[config.mk]
export PLATFORM = sky130hd
export DESIGN_NAME = tlul_m1_sched
export DESIGN_NICKNAME = d
export VERILOG_FILES = /design/src/rtl/tlul_m1_sched.sv
export SDC_FILE = /design/constraint.sdc
export NUM_CORES = 1
export LEC_CHECK = 0
export CORE_MARGIN = 2
export CORE_UTILIZATION = 30
export CTS_BUF_LIST = sky130_fd_sc_hd__clkbuf_4 sky130_fd_sc_hd__clkbuf_8
export DETAILED_ROUTE_END_ITERATION = 8
export MAX_ROUTING_LAYER = met4
export SLEW_MARGIN = 20
export SYNTH_ARGS = -nofsm -noshare
export SYNTH_HDL_FRONTEND = slang
export SYNTH_SLANG_ARGS = --single-unit
[constraint.sdc]
create_clock -name clk_i -period 4.3 [get_ports clk_i]
set_input_delay 0.43 -clock clk_i [delete_from_list [all_inputs] [get_ports clk_i]]
set_output_delay 0.43 -clock clk_i [all_outputs]
set_load 0.01 [all_outputs]
[src/rtl/tlul_m1_sched.sv]
// Request scheduler for an M:1 TL-UL host socket.
//
// Chooses which host may present its A-channel request to the shared device path.
// The choice is weighted round-robin, and a stalled offer is held until it is
// accepted. Outstanding transactions are counted per host from the A accepts and
// D responses, and a host at MaxOut outstanding is not offered.
//
// Ports:
//   clk_i, rst_i     clock, synchronous active-high reset
//   req_i            per-host A-channel valid
//   weight_i         per-host burst weight, 4 bits per host (0 treated as 1)
//   ready_i          device-side a_ready
//   valid_o, idx_o   arbitrated request valid and the selected host index
//   gnt_o            one-hot per-host a_ready
//   rsp_valid_i      device D-channel valid
//   rsp_ready_i      d_ready of the host being responded to
//   rsp_idx_i        host index of the response
//   idle_o           no transaction outstanding on any host
//   err_o            sticky protocol error (counter underflow, bad response index)
module tlul_m1_sched #(
  parameter int unsigned M      = 4,
  parameter int unsigned MaxOut = 2,
  localparam int unsigned IdxW  = $clog2(M),
  localparam int unsigned CntW  = $clog2(MaxOut + 1)
) (
  input  logic              clk_i,
  input  logic              rst_i,
  input  logic [M-1:0]      req_i,
  input  logic [M*4-1:0]    weight_i,
  input  logic              ready_i,
  output logic              valid_o,
  output logic [IdxW-1:0]   idx_o,
  output logic [M-1:0]      gnt_o,
  input  logic              rsp_valid_i,
  input  logic              rsp_ready_i,
  input  logic [IdxW-1:0]   rsp_idx_i,
  output logic              idle_o,
  output logic              err_o
);

  logic [CntW-1:0] cnt_q [M];
  logic [CntW-1:0] cnt_d [M];
  logic [IdxW-1:0] ptr_q, ptr_d, last_q, last_d, hold_idx_q, hold_idx_d;
  logic [3:0]      burst_q, burst_d;
  logic            hold_q, hold_d, err_q, err_d;

  logic [M-1:0]    elig, inc, dec;
  logic [IdxW-1:0] sel_idx, cand;
  logic            found, accept, rsp_fire, rsp_bad, all_zero;
  logic [3:0]      w_raw, w_eff;
  logic [4:0]      burst_inc;

  always_comb begin
    for (int unsigned i = 0; i < M; i++) begin
      elig[i] = req_i[i] & (cnt_q[i] < CntW'(MaxOut));
    end
  end

  // A held offer wins while its host stays eligible; otherwise scan from ptr.
  always_comb begin
    sel_idx = '0;
    cand    = '0;
    found   = 1'b0;
    if (hold_q && elig[hold_idx_q]) begin
      sel_idx = hold_idx_q;
      found   = 1'b1;
    end
    for (int unsigned off = 0; off < M; off++) begin
      cand = IdxW'((32'(ptr_q) + off) % M);
      if (!found && elig[cand]) begin
        sel_idx = cand;
        found   = 1'b1;
      end
    end
  end

  assign valid_o = ~rst_i & found;
  assign idx_o   = rst_i ? '0 : sel_idx;
  assign accept  = valid_o & ready_i;

  always_comb begin
    for (int unsigned i = 0; i < M; i++) begin
      gnt_o[i] = accept & (sel_idx == IdxW'(i));
    end
  end

  // Weighted round-robin pointer update.
  assign w_raw     = weight_i[32'(sel_idx)*4 +: 4];
  assign w_eff     = (w_raw == 4'd0) ? 4'd1 : w_raw;
  assign burst_inc = {1'b0, burst_q} + 5'd1;

  always_comb begin
    ptr_d   = ptr_q;
    burst_d = burst_q;
    last_d  = last_q;
    if (accept) begin
      last_d = sel_idx;
      if ((sel_idx == last_q) && (burst_inc < {1'b0, w_eff})) begin
        burst_d = burst_inc[3:0];
      end else if ((sel_idx != last_q) && (w_eff > 4'd1)) begin
        ptr_d   = sel_idx;
        burst_d = 4'd1;
      end else begin
        ptr_d   = (sel_idx == IdxW'(M - 1)) ? '0 : sel_idx + IdxW'(1);
        burst_d = 4'd0;
      end
    end
  end

  // Re-arming the hold every stalled cycle also drops it when its host goes ineligible.
  assign hold_d     = valid_o & ~ready_i;
  assign hold_idx_d = sel_idx;

  assign rsp_fire = rsp_valid_i & rsp_ready_i;
  assign rsp_bad  = rsp_fire & (32'(rsp_idx_i) >= M);

  always_comb begin
    for (int unsigned i = 0; i < M; i++) begin
      inc[i] = accept & (sel_idx == IdxW'(i));
      dec[i] = rsp_fire & ~rsp_bad & (rsp_idx_i == IdxW'(i));
    end
  end

  always_comb begin
    err_d = err_q | rsp_bad;
    for (int unsigned i = 0; i < M; i++) begin
      cnt_d[i] = cnt_q[i];
      if (inc[i] && !dec[i]) begin
        cnt_d[i] = cnt_q[i] + CntW'(1);
      end else if (dec[i] && !inc[i]) begin
        if (cnt_q[i] == '0) begin
          err_d = 1'b1;
        end else begin
          cnt_d[i] = cnt_q[i] - CntW'(1);
        end
      end
    end
  end

  always_comb begin
    all_zero = 1'b1;
    for (int unsigned i = 0; i < M; i++) begin
      if (cnt_q[i] != '0) all_zero = 1'b0;
    end
  end

  assign idle_o = rst_i | all_zero;
  assign err_o  = ~rst_i & err_q;

  always_ff @(posedge clk_i) begin
    if (rst_i) begin
      for (int unsigned i = 0; i < M; i++) cnt_q[i] <= '0;
      ptr_q      <= '0;
      last_q     <= '0;
      burst_q    <= '0;
      hold_q     <= 1'b0;
      hold_idx_q <= '0;
      err_q      <= 1'b0;
    end else begin
      for (int unsigned i = 0; i < M; i++) cnt_q[i] <= cnt_d[i];
      ptr_q      <= ptr_d;
      last_q     <= last_d;
      burst_q    <= burst_d;
      hold_q     <= hold_d;
      hold_idx_q <= hold_idx_d;
      err_q      <= err_d;
    end
  end

endmodule

# ---- Word-level counts from Yosys, hierarchy flattened
# Memories as Yosys holds them, arrays and structs flattened.
# Cells that the tools add are included.
dict set report word_totals {
  out_inout_bits 9
  ram_bits 8
  elab_cells 165
  n_memories 1
  register_bits 12
  input_bits 27
}
# name depth width read_ports rd_clocked_by_memory_dff write_ports line
set memory_table {}
lappend memory_table {cnt_q 4 2 4 0 4 41} ;# logic [CntW-1:0] cnt_q [M];
dict set report classes {
  muxes 61
  n_shift 1
  eq_ne 8
  order_cmp 11
  bitwise_logic 25
  n_reduce_logical 39
  n_addsub 13
}
# cell count
set op_table {}
lappend op_table {{$mux W2} 24}
lappend op_table {{$mux W1} 30}
lappend op_table {{$and A1 B1 Y1} 17}
lappend op_table {{$shiftx A16 B5 Y4} 1}
lappend op_table {{$logic_and A1 B1 Y1} 15}
lappend op_table {{$lt A2 B3 Y1 const B} 5}
lappend op_table {{$add A2 B1 Y2 const B} 6}
lappend op_table {{$logic_not A1 Y1} 12}
lappend op_table {{$logic_not A2 Y1} 6}
lappend op_table {{$bmux W1 S2} 5}
lappend op_table {{$eq A2 B2 Y1 const B} 4}
lappend op_table {{$lt A2 B2 Y1 const B} 4}
lappend op_table {{$mux W4} 2}
lappend op_table {{$reduce_bool A2 Y1} 4}
lappend op_table {{$sub A2 B1 Y2 const B} 4}
lappend op_table {{$add A4 B1 Y5 const B} 1}
lappend op_table {{$lt A5 B4 Y1} 1}
lappend op_table {{$or A1 B1 Y1} 5}
lappend op_table {{$add A2 B2 Y2 const B} 2}
lappend op_table {{$eq A2 B1 Y1 const B} 2}
lappend op_table {{$gt A4 B1 Y1 const B} 1}
lappend op_table {{$logic_not A4 Y1} 1}
lappend op_table {{$not A1 Y1} 3}
lappend op_table {{$eq A2 B2 Y1} 1}
lappend op_table {{2 further kinds} 2}

# ---- Logic depth before layout (Yosys ltp)
# An unclocked memory read counts as a cell.
dict set report depth {
  word_depth 35
  mapped_depth 20
  depth_no_buf 19
}

# ---- Worst setup path before layout
# OpenSTA, ideal clock, no wires.
dict set report synth_timing {
  path_kind {input port to flip-flop}
  from {input port req_i[2]}
  to {register ptr_q[1]}
  slack_ps 415
  cell_stages 19
  t_required_ps 4172
  setup_time_ps 128
  arrival_time_ps 3758
  n_path_buf 2
  path_cell_list {nor2b_1 -> buf_6 -> mux4_2 -> a211oi_1 -> o211ai_1 -> a21oi_2 -> clkbuf_1 -> a21oi_1 -> a21oi_1 -> ha_1 -> nor2b_1 -> o21a_1 -> o21ai_0 -> nand3b_1 -> nor4_1 -> o2111ai_1 -> and3_1 -> mux2i_1 -> nor2_1}
}
dict set report synth_via {
  elab_chain_cells 24
  word_cells_on_any_way 47
}
# element line
set synth_rtl {}
lappend synth_rtl {{start: declaration} 28} ;# input logic [M-1:0] req_i,
lappend synth_rtl {{$and A1 B1 Y1 (*)} 55} ;# elig[i] = req_i[i] & (cnt_q[i] < CntW'(MaxOut));
lappend synth_rtl {{$bmux W1 S2} 64} ;# if (hold_q && elig[hold_idx_q]) begin
lappend synth_rtl {{$mux W1 (implied by the code)} 64}
lappend synth_rtl {{$logic_and A1 B1 Y1} 64}
lappend synth_rtl {{$mux W1} 64}
lappend synth_rtl {{$logic_not A1 Y1} 70} ;# if (!found && elig[cand]) begin
lappend synth_rtl {{$logic_and A1 B1 Y1} 70}
lappend synth_rtl {{$mux W1} 70}
lappend synth_rtl {{(+8 left out)} n/a}
lappend synth_rtl {{$mux W2} 70}
lappend synth_rtl {{$shiftx A16 B5 Y4} 88} ;# assign w_raw = weight_i[32'(sel_idx)*4 +: 4];
lappend synth_rtl {{$logic_not A4 Y1} 89} ;# assign w_eff = (w_raw == 4'd0) ? 4'd1 : w_raw;
lappend synth_rtl {{$mux W4} 89}
lappend synth_rtl {{$lt A5 B4 Y1} 98} ;# if ((sel_idx == last_q) && (burst_inc < {1'b0, w_eff})) begin
lappend synth_rtl {{$logic_and A1 B1 Y1} 98}
lappend synth_rtl {{$not A1 Y1 (no line)} n/a}
lappend synth_rtl {{$reduce_and A2 Y1 (no line)} n/a}
lappend synth_rtl {{end signal: assignment} 161} ;# ptr_q <= ptr_d;
lappend synth_rtl {{end: declaration} 43} ;# logic [IdxW-1:0] ptr_q, ptr_d, last_q, last_d, hold_idx_q, hold_idx_d;
# Every way passes the cells marked *; elsewhere a longest branch is shown, timed or not. The select of a mux whose other input is x is not followed.
# A chain may end at the register's enable or synchronous reset.

# ---- Worst setup path after layout
dict set report layout_timing {
  from {input port req_i[0]}
  to {register burst_q[3]}
}
dict set report layout_via {
  elab_chain_cells 23
  word_cells_on_any_way 39
}
# element line
set layout_rtl {}
lappend layout_rtl {{$and A1 B1 Y1 (*)} 55}
lappend layout_rtl {{$bmux W1 S2} 64}
lappend layout_rtl {{$mux W1 (implied by the code)} 64}
lappend layout_rtl {{$logic_and A1 B1 Y1} 64}
lappend layout_rtl {{$mux W1} 64}
lappend layout_rtl {{$logic_not A1 Y1} 70}
lappend layout_rtl {{$logic_and A1 B1 Y1} 70}
lappend layout_rtl {{$mux W1} 70}
lappend layout_rtl {{(+7 left out)} n/a}
lappend layout_rtl {{$logic_and A1 B1 Y1} 70}
lappend layout_rtl {{$mux W2} 70}
lappend layout_rtl {{$shiftx A16 B5 Y4} 88}
lappend layout_rtl {{$logic_not A4 Y1} 89}
lappend layout_rtl {{$mux W4} 89}
lappend layout_rtl {{$lt A5 B4 Y1} 98}
lappend layout_rtl {{$logic_and A1 B1 Y1} 98}
lappend layout_rtl {{$mux W4} 98}
lappend layout_rtl {{end signal: assignment} 163} ;# burst_q <= burst_d;
lappend layout_rtl {{end: declaration} 44} ;# logic [3:0] burst_q, burst_d;
# Marked as above.

==> impl_metrics.py <==
metrics = {
    "placement": {
        "dp.cells": 392,
        "gp_congestion": 0.901,
        "dp_hpwl_um": 4330,
        "port_buffers": 35,
    },
    "synth": {
        "yosys_warnings": 0,
        "ys_seq_area_share_pct": 19.7,
        "synth-edff-count": 0,
        "synth.area.top_cells": "dfxtp_1 (20%), ha_1 (9.9%), nand2_1 (7.0%)",
        "async_reset_ff_share_pct": 0,
        "ys_types": 55,
        "synthFlopType": "dfxtp_1",
        "syn_inst": 275,
        "syn_area_per_cell_um2": 7.38,
        "synth-seq-cells": 20,
        "yosysTopAreaCell": "dfxtp_1",
        "netlist_area_mm2": 0.00203,
        "syn-num-nets": 318,
        "synth.top_cell.area_share_pct": 19.7,
    },
    "global_route": {
        "overflow": 0,
        "antenna_found_initial": 0,
        "grt_use_total_pct": 15.0,
        "grt_pass1_wl_um": 9000,
        "grt_pass1_vias": 1952,
        "grt_max_degree": 24,
    },
    "worst_setup_path": {
        "required_ns": 4.49,
        "path_class": "in2reg",
        "start_kind": "input pin",
        "crit_arrival_ns": 4.19,
        "cpMaxStageDelayCell": "clkdlybuf4s50_1",
        "worst_path_most_repeated_cell": "a21oi_1",
        "max_stage_delay_ns": 0.51,
        "path_cells": "clkdlybuf4s50_1 > or3b_1 > a211oi_2 > a211oi_2 > a221o_1 > a21oi_4 > a21oi_1 > a21oi_1 > ha_1 > nor2b_1 > o21a_1 > o21ai_1 > nand3b_1 > nor4_1 > o2111ai_1 > buf_4 > nand2_1 > nand3_1 > a21oi_1",
        "critPathMaxFanout": 5,
        "endpoint_kind": "register",
    },
    "detailed_routing": {
        "wirelength_um": 5320,
        "via_count": 2076,
        "wl_per_cell_um": 13.5,
        "drt_iter0_drc": 143,
        "via_per_inst": 5.26,
        "drc_errors": 0,
        "dr.pass1.iters": 4,
        "drtAntennaViolNets": 0,
    },
    "pwr": {
        "p_leak_uw": 0.00107,
        "ir_drop_mv": 0.156,
        "p_per_area_mw_per_mm2": 288,
        "power.total_uw": 754,
    },
    "worst_hold_path": {
        "min_path_type": "reg2reg",
    },
    "clock_network": {
        "insertion_delay_ns": 0.25,
        "postCtsSetupRepairBufs": 0,
        "htreeDepth": 1,
        "cts_tree": "done",
        "numClockSinks": 20,
        "root_buffer": "clkbuf_8",
        "clock_path_buffers": 2,
        "numCtsBuffers": 3,
        "path_clk_slew_ns": 0.07,
    },
    "die": {
        "ios": 36,
        "core_mm2": 0.00646,
        "num_rows": 29,
        "die_area_mm2": 0.00744,
        "die_w_um": 86.3,
        "die_h_um": 86.3,
        "start_util_pct": 31.4,
    },
    "sta": {
        "post-route-min-period_ns": 4.00,
        "tns_ns": 0,
        "finalHoldViolations": 0,
        "max_slew_margin_pct": 60.2,
        "worst_pin_slew_ns": 0.593,
        "setup_violations": 0,
        "drv_slew": 0,
        "worst_clock_skew_ns": 0.00336,
        "period_share_pct": 93.0,
        "rsz0062_at_grt": "no",
        "max_clock_freq_mhz": 250,
    },
    "run": {
        "drv_cap": 0,
    },
    "cells_and_area": {
        "finalNetCount": 363,
        "drive_gt1_share_pct": 11.9,
        "fin_cells": 395,
        "utilization_pct": 40.5,
        "mostFrequentLayoutCell": "nand2_1",
        "diodes": 0,
        "syn_to_final_growth_pct": 29.0,
        "most-common-layout-cells": "nand2_1 (38), clkdlybuf4s50_1 (35), a21oi_1 (23)",
    },
    "status": {
        "status": "completed",
    },
}
-- where the power goes --
group	internal, uW	switching, uW
clock	62.2	56.3
combinational	204	211
sequential	200	21.3
total	466	288
-- routing by layer --
metal / wire, um / vias to the layer above / track usage [%]
met5: 0 / - / -
met4: 23 / 0 / 2.13
met3: 127 / 2 / 2.10
met2: 2510 / 19 / 23.3
met1: 2660 / 962 / 21.3
li1: - / 1093 / -
-- critical path, delay by kind of cell --
kind / cells / cell delay (ns)
AOI/OAI and AO/OA: 10 / 1.78
and+or+nand+nor: 6 / 1.03
buffers and inverters: 2 / 0.67
adders and majority gates: 1 / 0.26
-- repair_timing --
| item | in CTS | in global routing |
|---|---|---|
| gates resized for setup | 0 | 9 |
| hold buffers | 0 | 0 |
| endpoints found under the setup margin | 0 | 6 |
-- stage by stage --
stage	hold WS, ns	setup slack [ns]	instance area [um2]
3_3_place_gp	0.462	-0.0928	2540
4_1_cts	0.479	0.157	2590
2_1_floorplan	0.449	0.415	2030
6_report	0.478	0.302	2620
3_5_place_dp	0.467	-0.103	2540
5_1_grt	0.505	0.0410	2620
-- state kept, by name (all words and copies together), names as in the netlist --
| name | flops |
|---|---|
| ptr_q | 2 |
| last_q | 2 |
| hold_q | 1 |
| cnt_q | 8 |
| err_q | 1 |
| burst_q | 4 |
| hold_idx_q | 2 |
-- area by class of cell --
type                       instances  area (um2)
fill                             663        3840
multi-input combinational        230        1550
timing repair buffer              52         478
sequential                        20         400
tap                               77        96.3
inverter                          13        48.8
clock buffer                       3        41.3
-- cells by family (layout without fill, tap and decap cells) --
group / Yosys count / after routing / synth area share, %
AND/OR/NAND/NOR: 128 / 128 / 34.3
AO/OA/AOI/OAI: 77 / 77 / 24.7
buffers and inverters: 25 / 68 / 5.30
flip-flops: 20 / 20 / 19.7
adder cells (fa/ha/maj): 16 / 16 / 9.86
multiplexers: 6 / 6 / 4.81
XOR/XNOR: 3 / 3 / 1.29
-- synth_stat cells (2+ instances only) --
cell type,count
or3_1,4
a311oi_1,2
nor3_1,9
inv_1,12
or3b_1,3
a31oi_1,3
buf_2,5
o211ai_1,3
nand4_1,2
clkbuf_1,5
nor4_1,4
a21oi_1,23
ha_1,16
xnor2_1,2
nor3b_1,5
nor2_1,14
nand3_1,10
nor2b_1,15
mux4_2,3
nor4b_1,4
a211oi_2,2
mux2i_1,3
a21oi_2,2
nand3b_1,6
a21o_1,4
and3_1,3
o21ai_0,21
o21a_1,2
nand2_1,38
dfxtp_1,20
nor3_2,2
nand2b_1,5
-- worst paths after layout --
check                           startpoint         end  slack [ns]  depth (start not counted)
worst max register to register    ptr_q[1]  burst_q[3]        0.52                         20
worst max-delay path              req_i[0]  burst_q[3]        0.30                         19
worst min register to register  burst_q[1]  burst_q[1]        0.48                          2
worst min-delay path            burst_q[1]  burst_q[1]        0.48                          2
(Power assumes the default switching activity.)
